### src/rtl/wb_stage_pkg.sv
// Shared definitions for the back end of the pipeline: opcode encodings,
// datapath widths and the store-buffer entry layout.
package wb_stage_pkg;

  localparam int DATA_W = 8;
  localparam int ADDR_W = 8;
  localparam int REG_AW = 5;
  localparam int OP_W   = 3;

  typedef enum logic [OP_W-1:0] {
    OP_NOP   = 3'b000,
    OP_REG0  = 3'b001,
    OP_REG1  = 3'b010,
    OP_STORE = 3'b011,
    OP_ACC0  = 3'b100,
    OP_ACC1  = 3'b101,
    OP_REG2  = 3'b110,
    OP_ACC2  = 3'b111
  } opcode_e;

  typedef enum logic [1:0] {
    CLS_NOP,
    CLS_REG,
    CLS_STORE,
    CLS_ACC
  } op_class_e;

  // One pending store: address comes from the immediate field
  typedef struct packed {
    logic [ADDR_W-1:0] addr;
    logic [DATA_W-1:0] data;
  } sb_entry_t;

  // Collapse the raw opcode into the class that selects the WB side effect
  function automatic op_class_e decode_class(input logic [OP_W-1:0] op);
    op_class_e cls;
    case (op)
      OP_REG0, OP_REG1, OP_REG2: cls = CLS_REG;
      OP_STORE:                  cls = CLS_STORE;
      OP_ACC0, OP_ACC1, OP_ACC2: cls = CLS_ACC;
      default:                   cls = CLS_NOP;
    endcase
    return cls;
  endfunction

endpackage

### src/rtl/wb_store_fifo.sv
// Store buffer: small FIFO of {addr, data} entries draining to data memory.
// Pointers wrap naturally (power-of-two depth); occupancy is a separate
// counter so full and empty are unambiguous.
module wb_store_fifo
  import wb_stage_pkg::*;
#(
  parameter int SB_DEPTH = 2
) (
  input  logic                              clk,
  input  logic                              rst,
  input  logic                              push,
  input  sb_entry_t                         wr_entry,
  input  logic                              pop,
  output sb_entry_t                         rd_entry,
  output logic                              full,
  output logic                              empty,
  output logic [$clog2(SB_DEPTH+1)-1:0]     count
);

  localparam int PTR_W = $clog2(SB_DEPTH);
  localparam int CNT_W = $clog2(SB_DEPTH+1);

  sb_entry_t        mem [SB_DEPTH];
  logic [PTR_W-1:0] wr_ptr;
  logic [PTR_W-1:0] rd_ptr;
  logic             push_ok;
  logic             pop_ok;

  assign full    = (count == CNT_W'(SB_DEPTH));
  assign empty   = (count == '0);
  // Overflow/underflow requests are dropped rather than corrupting state
  assign push_ok = push & ~full;
  assign pop_ok  = pop & ~empty;

  // Head entry reads as zero when nothing is queued, so the memory port
  // shows clean zeros after reset without resetting the storage itself
  assign rd_entry = empty ? '0 : mem[rd_ptr];

  // Entry storage; contents are only meaningful between rd_ptr and wr_ptr
  always_ff @(posedge clk) begin
    if (push_ok) mem[wr_ptr] <= wr_entry;
  end

  // Pointer and occupancy bookkeeping; reset discards everything queued
  always_ff @(posedge clk or negedge rst) begin
    if (!rst) begin
      wr_ptr <= '0;
      rd_ptr <= '0;
      count  <= '0;
    end else begin
      if (push_ok) wr_ptr <= wr_ptr + 1'b1;
      if (pop_ok)  rd_ptr <= rd_ptr + 1'b1;
      case ({push_ok, pop_ok})
        2'b10:   count <= count + 1'b1;
        2'b01:   count <= count - 1'b1;
        default: count <= count;
      endcase
    end
  end

  // Caller contract: never push into a full buffer or pop an empty one
  a_no_overflow: assert property (@(posedge clk) disable iff (!rst) !(push && full));
  a_no_underflow: assert property (@(posedge clk) disable iff (!rst) !(pop && empty));

endmodule

### src/rtl/wb_stage.sv
// Write-back stage: retires the instruction in MEM/WB into the register
// file, the accumulator, or the store buffer that drains to data memory.
module wb_stage
  import wb_stage_pkg::*;
#(
  parameter int SB_DEPTH = 2
) (
  input  logic              clk,
  input  logic              rst,
  input  logic              in_reg_write,
  input  logic              in_mem_write,
  input  logic [REG_AW-1:0] in_dest,
  input  logic [ADDR_W-1:0] in_imm,
  input  logic [DATA_W-1:0] in_acc_data,
  input  logic [DATA_W-1:0] in_mem_data,
  input  logic [DATA_W-1:0] in_reg_data,
  input  logic [OP_W-1:0]   in_opcode,
  output logic              rf_we,
  output logic [REG_AW-1:0] rf_waddr,
  output logic [DATA_W-1:0] rf_wdata,
  output logic [DATA_W-1:0] acc_out,
  output logic              mem_req,
  output logic [ADDR_W-1:0] mem_addr,
  output logic [DATA_W-1:0] mem_wdata,
  input  logic              mem_ack,
  output logic              stall
);

  op_class_e cls;
  logic      store_req;
  logic      sb_push;
  logic      sb_pop;
  logic      sb_full;
  logic      sb_empty;
  sb_entry_t sb_wr;
  sb_entry_t sb_head;

  assign cls       = decode_class(in_opcode);
  // A STORE without mem_write retires as a NOP
  assign store_req = (cls == CLS_STORE) & in_mem_write;

  // Stall only the store that cannot enter a full buffer; a pop on the same
  // edge does not free a slot for it (no bypass), so it waits one cycle.
  // Reset masks the handshake outputs combinationally.
  assign stall   = rst & store_req & sb_full;
  assign sb_push = store_req & ~sb_full;
  assign sb_pop  = mem_req & mem_ack;
  assign sb_wr   = '{addr: in_imm, data: in_mem_data};

  // Register-file port is purely combinational from the MEM/WB register
  assign rf_we    = rst & (cls == CLS_REG) & in_reg_write & ~stall;
  assign rf_waddr = in_dest;
  assign rf_wdata = in_reg_data;

  // Memory port mirrors the buffer head; it only changes on a pop or
  // when the buffer goes from empty to non-empty, which keeps it stable
  // for the whole req/ack handshake
  assign mem_req   = ~sb_empty;
  assign mem_addr  = sb_head.addr;
  assign mem_wdata = sb_head.data;

  // Architectural accumulator, loaded by ACC-class ops with reg_write set
  always_ff @(posedge clk or negedge rst) begin
    if (!rst) begin
      acc_out <= '0;
    end else if ((cls == CLS_ACC) && in_reg_write) begin
      acc_out <= in_acc_data;
    end
  end

  wb_store_fifo #(
    .SB_DEPTH (SB_DEPTH)
  ) u_sb (
    .clk      (clk),
    .rst      (rst),
    .push     (sb_push),
    .wr_entry (sb_wr),
    .pop      (sb_pop),
    .rd_entry (sb_head),
    .full     (sb_full),
    .empty    (sb_empty),
    .count    ()
  );

endmodule

### config.mk
export PLATFORM = sky130hd
export DESIGN_NAME = wb_stage
export DESIGN_NICKNAME = d
export VERILOG_FILES = /design/src/rtl/wb_stage_pkg.sv /design/src/rtl/wb_store_fifo.sv /design/src/rtl/wb_stage.sv
export SDC_FILE = /design/constraint.sdc
export NUM_CORES = 1
export LEC_CHECK = 0
export ABC_AREA = 0
export CORE_MARGIN = 4
export CORE_UTILIZATION = 41
export DETAILED_ROUTE_END_ITERATION = 16
export GPL_ROUTABILITY_DRIVEN = 1
export PLACE_DENSITY = 0.83
export SETUP_SLACK_MARGIN = 0.5
export SLEW_MARGIN = 5
export SYNTH_ARGS = -nofsm -noshare
export SYNTH_HDL_FRONTEND = slang
export SYNTH_SLANG_ARGS = --single-unit
### constraint.sdc
create_clock -name clk -period 1.9 [get_ports clk]
set_input_delay 0.38 -clock clk [delete_from_list [all_inputs] [get_ports clk]]
set_output_delay 0.38 -clock clk [all_outputs]
set_load 0.03 [all_outputs]
==> impl_metrics.ini, run 1 <==
[clocking]
numCtsBuffers = 5
cts_tree = done
clkTransAtPathRegs_ns = 0.07
h-tree-depth = 2
hold_buffers = 0
cts_root_buf = clkbuf_8
clock_sinks = 44
clkLatencyLatePin_ns = 0.29
cts.path.max_buffers = 2

[timing]
setup_slack_ns = 0.1792
final-max-slew-violation-count = 0
skew_ns = 0.003756
relSlewSlack_pct = 83.31
fin_crit_sh_pct = 90.57
min_period_ns = 1.721
rsz0062_at_grt = true
fmax_mhz = 581.1
setup_violations = 0
hold_slack_ns = 0.2129
fin_setup_tns_ns = 0
worst_pin_slew_ns = 0.2494
hold_viol = 0

[final_layout]
layout.cells.non_filler = 243
drive_gt1_share_pct = 48.17
finalInstanceArea_um2 = 2823
nNetsFinal = 236
n_antenna_cell = 0
area_growth_pct = 50.00
fin_util_pct = 64.38

[floorplan]
dieArea_um2 = 5737
die_w_um = 75.75
io_pins = 85
core_um2 = 4384
start_util_pct = 42.92
row_count = 24
die_h_um = 75.75

[drt]
dr.max_layer_used = met4
wirelength_mm = 3.860
drt_iter0_markers = 27
viasPerCell = 4.749
drc_errors = 0
postRouteAntennaNets = 0
wl_met1_mm = 1.344
detail_route.wl_per_cell_um = 15.88
vias = 1154
dr_wl_met3_um = 306
first_pass_iters = 4
dr_wl_met2_mm = 2.138

[synthesis]
synthAdderAreaFrac_pct = 0.6649
synth_fp_nets = 169
netlist.area_leader.share_pct = 51.06
synth_most_common_cell = edfxtp_1
synth.area.mux_share_pct = 14.89
synthSimpleGateAreaFrac_pct = 7.048
synth_area_um2 = 1882
synth_top_family_by_area = multiplexers
ys_warn_count = 0
synth_area_leaders = edfxtp_1, dfrtp_1, mux2i_1, mux2_4, buf_4
synth_cells = 123
synth_compound_area_share_pct = 0.7314
seq_area_frac_synth_pct = 67.02
synth_edf_count = 32
synth_top_area_cell = edfxtp_1
synthDistinctLibCells = 23
ys.flop_type = edfxtp_1
ys_async_sr_fraction_pct = 27.27
synth.top_cells.by_count = edfxtp_1, nor2_1, mux2i_1, buf_4, dfrtp_1
yosys_register_bits = 44
syn_area_per_cell_um2 = 15.30
synth_xor_area_share_pct = 2.327

[worst_hold_path]
hp-class = in2async

[grt]
grt_max_degree = 14
antenna_found_initial = 0
overflow = 0
grt_usage_pct = 14.06
grt_pass1_vias = 1271
grt_pass1_wl_mm = 5.664

[pwr]
peakVddDrop_uv = 627.1
p_leak_nw = 1.150
total_power_mw = 3.837
powerDensity_nw_per_um2 = 1359

[placement]
port-buffer-count = 58
gp_congestion = 0.6684
placed_cells = 227
preCtsSetupSlack_ns = -0.01219
postPlaceCellArea_um2 = 2549
dp_hpwl_mm = 2.721

[worst_setup_path]
path_class = reg2out
r2r-start = u_sb.count[1]
cp.arrival_ns = 1.34
r2r_slack_ns = 0.42
cp.buffers_inverters = 3
cp-end-kind = primary output
startpoint = u_sb.count[1]
crit_slowest_cell = dfrtp_1
path_delay_family = buffers and inverters
cp.required_ns = 1.52
cpMostUsedCell = buf_4
cp_slowest_stage_delay_ns = 0.42
critPathMaxFanout = 6
path_cells = nor2_4 -> buf_12 -> buf_4 -> nor2_2 -> buf_4
worstSetupStartpointType = register

[outcome]
status = completed

[run]
timing.max_cap.violations = 0
[worst paths after layout]
path,cells after the start,endpoint
hold / removal,2,u_sb.count[0]
hold reg to reg,1,acc_out[2]
setup reg to reg,8,u_sb.count[1]
min in group clk,1,acc_out[2]
setup / recovery,5,mem_addr[3]
max in group asynchronous,2,acc_out[6]
[cells in the final DEF, fill, tap and decap left out, types with 2 or more instances in the layout]
cell type        Yosys  final
inv_1                2      2
and4b_2              1      2
buf_4               14     22
buf_12               0      6
xnor2_1              4      3
clkbuf_16            0      2
clkdlybuf4s15_2      0      5
mux2i_2              0      4
dlygate4sd2_1        0      3
dfrtp_1             12     12
buf_2                2      5
clkbuf_8             0      7
edfxtp_1            32     32
clkdlybuf4s50_1      0     25
nor2_2               1     12
mux2_4               8      8
nor2_1              19      7
mux2i_1             16     12
buf_6                1     10
[worst register-to-register path, stage by stage (launching register included)]
cell and delay [ns]:
dfrtp_1 0.42, nor2_4 0.18, buf_12 0.15, buf_12 0.11, nor2b_4 0.05, ha_4 0.16, xnor2_2 0.14, nor2_2 0.05
xnor2_1 0.12
[final cells by class]
cell class,count,area [um^2]
Tap cell,52,65.06
Inverter,3,11.26
Fill cell,312,1562
Timing Repair Buffer,77,780.7
Multi-Input combinational cell,59,583.1
Sequential cell,44,1261
Clock buffer,8,121.4
[kinds of logic (layout without fill, tap and decap cells)]
group                    after synthesis  after routing
buffers and inverters                 20             88
flip-flops                            44             44
XOR/XNOR                               5              5
multiplexers                          24             24
AND/OR/NAND/NOR                       27             27
adder cells (fa/ha/maj)                1              1
AO/OA/AOI/OAI                          2              2
[power by group]
group          switching [mW]  internal, mW
Sequential             0.0799          1.13
Combinational           0.968         0.960
Clock                   0.284         0.410
Total                    1.33          2.50
[layer usage]
metal  vias up  GRT usage, %
li1        551             -
met5         -             0
met1       545         13.97
met2        46         25.10
met3        12         6.069
met4         0         6.408
[flip-flops by register name (all words and copies together), names as in the netlist]
name / flops
u_sb.mem: 32
u_sb.rd_ptr: 1
u_sb.count: 2
acc_out: 8
u_sb.wr_ptr: 1
[what timing repair did]
| action | 4_1_cts | 5_1_grt |
|---|---|---|
| setup buffers | 4 | 3 |
| setup endpoints to repair | 69 | 24 |
| resized for setup | 90 | 24 |
| pin swaps | 5 | 4 |
| gates cloned | 0 | 1 |
Note: power is estimated with default switching activity, not from simulation.
==> run 2, diff against run 1 <==
CAP_MARGIN = 20   (was default)
GPL_ROUTABILITY_DRIVEN = default   (was 1)
GPL_TIMING_DRIVEN = 0   (was default)
==> impl_metrics.ini, run 2 (synthesis gave the netlist of run 1 again) <==
[clocking]
cts_root_buf = clkbuf_8
cts_tree = done
clkLatencyLatePin_ns = 0.28
numCtsBuffers = 5
h-tree-depth = 2
clkTransAtPathRegs_ns = 0.07
clock_sinks = 44
cts.path.max_buffers = 2

[floorplan]
die_h_um = 75.75
die_w_um = 75.75
row_count = 24
core_um2 = 4384
io_pins = 85
dieArea_um2 = 5737
start_util_pct = 42.92

[grt]
busiest_layer = met2
grt_max_degree = 15
overflow = 0
antenna_found_initial = 0
use_met1_pct = 15.84
grt_pass1_wl_mm = 6.451
met2_usage_pct = 29.85
grt_pass1_vias = 1331
grt_usage_pct = 15.88
met3_usage_pct = 6.069

[drt]
drt_iter0_markers = 44
first_pass_iters = 5
viasPerCell = 4.710
vias = 1333
detail_route.wl_per_cell_um = 15.90
drc_errors = 0
wirelength_mm = 4.501
postRouteAntennaNets = 0

[placement]
dp_hpwl_mm = 2.631
placed_cells = 246
postPlaceCellArea_um2 = 2716
port-buffer-count = 71
gp_congestion = 0.7094

[final_layout]
largestRegisters = u_sb.mem: 32 flops, acc_out: 8 flops, u_sb.count: 2 flops
nNetsFinal = 276
drive_gt1_share_pct = 51.95
final_common_cell = edfxtp_1
finalInstanceArea_um2 = 3214
n_antenna_cell = 0
largest_reg_flops = 32
n_fill_cell = 301
final_cell_mix = edfxtp_1, buf_4, buf_6
fin_util_pct = 73.32
layout.cells.non_filler = 283
largest_register = u_sb.mem
area_growth_pct = 70.81

[timing]
fmax_mhz = 566.2
min_period_ns = 1.766
rsz0062_at_grt = true
final-max-slew-violation-count = 0
fin_setup_tns_ns = 0
skew_ns = 0.003721
hold_viol = 0
worst_pin_slew_ns = 0.5135
relSlewSlack_pct = 65.65
setup_violations = 0
fin_crit_sh_pct = 92.96

[worst_setup_path]
cp.arrival_ns = 1.39
critPathMaxFanout = 5
cp.required_ns = 1.52
path_class = reg2out
worstSetupStartpointType = register
cp-end-kind = primary output
r2r-start = u_sb.count[0]
r2r_end = u_sb.count[1]
rr_worst_depth = 8
r2r_slack_ns = 0.37

[pwr]
total_power_mw = 4.178
p_leak_nw = 1.366
powerDensity_nw_per_um2 = 1300
peakVddDrop_uv = 633.0

[outcome]
status = completed

[worst_hold_path]
hp-class = reg2reg
whs_path_depth = 1
hold_end = acc_out[4]
hp-start = acc_out[4]

[run]
timing.max_cap.violations = 0
## run 2: cell types whose count changed in the layout (fill, tap and decap cells not counted), moves of 2 or more
cell             previous run  this run
buf_16                      0         2
buf_6                      10        29
buf_12                      6         3
clkbuf_8                    7         5
dlygate4sd2_1               3        14
buf_4                      22        30
nor2_2                     12        10
buf_2                       5         1
nor2_4                      1         3
clkdlybuf4s15_2             5         8
clkbuf_2                    0         2
## run 2: worst max-delay path by stage
stage	startpoint	endpoint	cells past startpoint
after global routing	u_sb.rd_ptr	mem_addr[4]	5
final	u_sb.count[0]	mem_wdata[3]	5
after detailed placement	rst	rf_we	4
after global placement	rst	rf_we	4
after CTS	u_sb.rd_ptr	mem_wdata[6]	5
after floorplan	in_opcode[2]	u_sb.mem[0][0]	3
## run 2: cell type report
class,instances,area [um^2],share of cell area (%)
Clock inverter,1,5.005,0.1557
Buffer,17,155.1,4.827
Multi-Input combinational cell,59,588.1,18.30
Sequential cell,44,1262,39.28
Inverter,3,13.76,0.4282
Timing Repair Buffer,100,1027,31.96
Tap cell,52,65.06,2.024
Clock buffer,7,97.59,3.036
## run 2: through the flow
step / hold WS (ns) / setup slack, ns
after floorplan: 0.08441 / 0.3245
after global placement: 0.4976 / -0.7580
after detailed placement: 0.4916 / -0.7544
after CTS: 0.06829 / 0.1610
after global routing: 0.5390 / 0.08488
final: 0.5236 / 0.1338
## run 2: worst max-delay path, cell delays in order, from the launching register on
cell and delay [ns]:
dfrtp_2 0.43, nor2_4 0.20, buf_4 0.15, buf_6 0.10
nor2_1 0.05, buf_4 0.17
## run 2: power breakdown
group          switching, mW  total [mW]  internal (mW)  leakage, nW
logic                   1.13        2.35           1.21        0.884
registers             0.0763        1.21           1.14        0.429
clock network          0.282       0.619          0.337       0.0534
## run 2: repair_timing
| action | CTS | global route |
|---|---|---|
| resized for setup | 188 | 28 |
| pin swaps | 9 | 7 |
| endpoints found under the setup margin | 82 | 52 |
| gates cloned | 2 | 0 |
| hold buffers | 0 | 1 |
| buffers inserted | 21 | 5 |
| endpoints found under the hold margin | 0 | 12 |
## run 2: per-layer routing
layer	share of wire [%]	vias to the layer above
met5	0	-
met4	0.62	0
met3	9.9	2
met2	53	68
met1	36	631
li1	-	632
==> run 3, diff against run 2 <==
CORE_MARGIN = 5   (was 4)
==> impl_metrics.ini, run 3 (synthesis gave the netlist of run 1 again) <==
[timing]
rsz0062_at_grt = true
min_period_ns = 1.752
setup_violations = 0
worst_pin_slew_ns = 0.5271
hold_viol = 0
relSlewSlack_pct = 64.74
final-max-slew-violation-count = 0
skew_ns = 0.004820
fin_crit_sh_pct = 92.21
fmax_mhz = 570.8

[placement]
gp_congestion = 0.6257
port-buffer-count = 71
placed_cells = 246
dp_hpwl_mm = 2.735

[clocking]
clock_sinks = 44
cts_root_buf = clkbuf_8
clkLatencyLatePin_ns = 0.29
h-tree-depth = 2
numCtsBuffers = 5
cts_tree = done
clkTransAtPathRegs_ns = 0.08
cts.path.max_buffers = 2

[final_layout]
n_antenna_cell = 0
area_growth_pct = 75.00
layout.cells.non_filler = 282
final_common_cell = edfxtp_1
final_cell_mix = edfxtp_1, buf_6, buf_4
nNetsFinal = 275
largestRegisters = u_sb.mem: 32 flops, acc_out: 8 flops, u_sb.count: 2 flops
largest_reg_flops = 32
largest_register = u_sb.mem
drive_gt1_share_pct = 53.91
fin_util_pct = 74.60
n_fill_cell = 279

[grt]
grt_pass1_wl_mm = 6.782
overflow = 0
grt_usage_pct = 14.31
grt_max_degree = 15
grt_pass1_vias = 1391
antenna_found_initial = 0

[worst_setup_path]
cp-end-kind = primary output
path_delay_family = buffers and inverters
cp_slowest_stage_delay_ns = 0.38
worstSetupStartpointType = register
cp.arrival_ns = 1.37
critPathMaxFanout = 6
cp.required_ns = 1.52
path_class = reg2out
cpMostUsedCell = buf_6
crit_slowest_cell = dfrtp_1
cp.buffers_inverters = 3
path_cells = buf_6 -> buf_16 -> mux2i_4 -> nor2_4 -> buf_6

[drt]
viasPerCell = 4.645
vias = 1310
first_pass_iters = 3
drt_iter0_markers = 75
wirelength_mm = 4.347
postRouteAntennaNets = 0
drc_errors = 0
detail_route.wl_per_cell_um = 15.41

[pwr]
peakVddDrop_uv = 669.6
total_power_mw = 4.324
p_leak_nw = 1.368
powerDensity_nw_per_um2 = 1313

[floorplan]
dieArea_um2 = 6044
io_pins = 85
die_h_um = 77.75
die_w_um = 77.75
row_count = 24
start_util_pct = 42.63
core_um2 = 4414

[outcome]
status = completed

[worst_hold_path]
hp-class = reg2reg

[run]
timing.max_cap.violations = 0
run 3: cell count changes in the layout (fill, tap and decap cells not counted), sizes merged:
| cell | previous run | this run |
|---|---|---|
| buf | 66 | 67 |
| clkbuf | 9 | 8 |
| clkdlybuf4s15 | 8 | 7 |
run 3: power by group:
part           leakage (nW)  internal, mW  switching (mW)
Clock                0.0534         0.337           0.295
Combinational         0.886          1.33            1.15
Sequential            0.429          1.14          0.0733
run 3: what timing repair did:
item / CTS / global route
gates resized for setup: 190 / 39
buffers inserted: 19 / 6
setup endpoints to repair: 82 / 50
pin swaps: 8 / 14
cloned: 2 / 0
endpoints found under the hold margin: 0 / 12
hold buffers: 0 / 1
run 3: final timing paths:
path | from | to | slack (ns) | cells after the start
worst min-delay path | acc_out[3] | acc_out[3] | 0.52 | 1
max in group asynchronous | rst | u_sb.count[0] | 0.88 | 2
worst max-delay path | u_sb.rd_ptr | mem_wdata[0] | 0.15 | 5
min in group asynchronous | rst | acc_out[5] | 0.63 | 2
worst max register to register | u_sb.count[0] | u_sb.count[1] | 0.41 | 8
worst min register to register | acc_out[3] | acc_out[3] | 0.52 | 1
run 3: area by class of cell:
| type | instances | area [um^2] | share of cell area [%] |
|---|---|---|---|
| Buffer | 17 | 155.1 | 4.711 |
| Clock buffer | 7 | 97.59 | 2.964 |
| Clock inverter | 1 | 5.005 | 0.1520 |
| Inverter | 3 | 13.76 | 0.4179 |
| Multi-Input combinational cell | 59 | 653.1 | 19.83 |
| Sequential cell | 44 | 1262 | 38.34 |
| Tap cell | 52 | 65.06 | 1.976 |
| Timing Repair Buffer | 99 | 1041 | 31.61 |
run 3: metal layers:
layer | routed length (um) | GRT usage [%] | vias up
met5 | 0 | 0 | -
met3 | 437 | 5.093 | 7
li1 | - | - | 631
met1 | 1624 | 15.41 | 608
met4 | 60 | 4.639 | 0
met2 | 2225 | 25.88 | 64
run 3: stage by stage:
stage	hold slack (ns)	TNS, ns	cell area, um^2	setup slack (ns)
floorplan	0.08441	0	1941	0.3245
finish	0.5226	0	3293	0.1481
global route	0.5395	0	3293	0.09062
CTS	0.07274	0	3124	0.1611
global placement	0.4992	-17.42	2716	-0.7541
detailed placement	0.4924	-17.38	2716	-0.7650
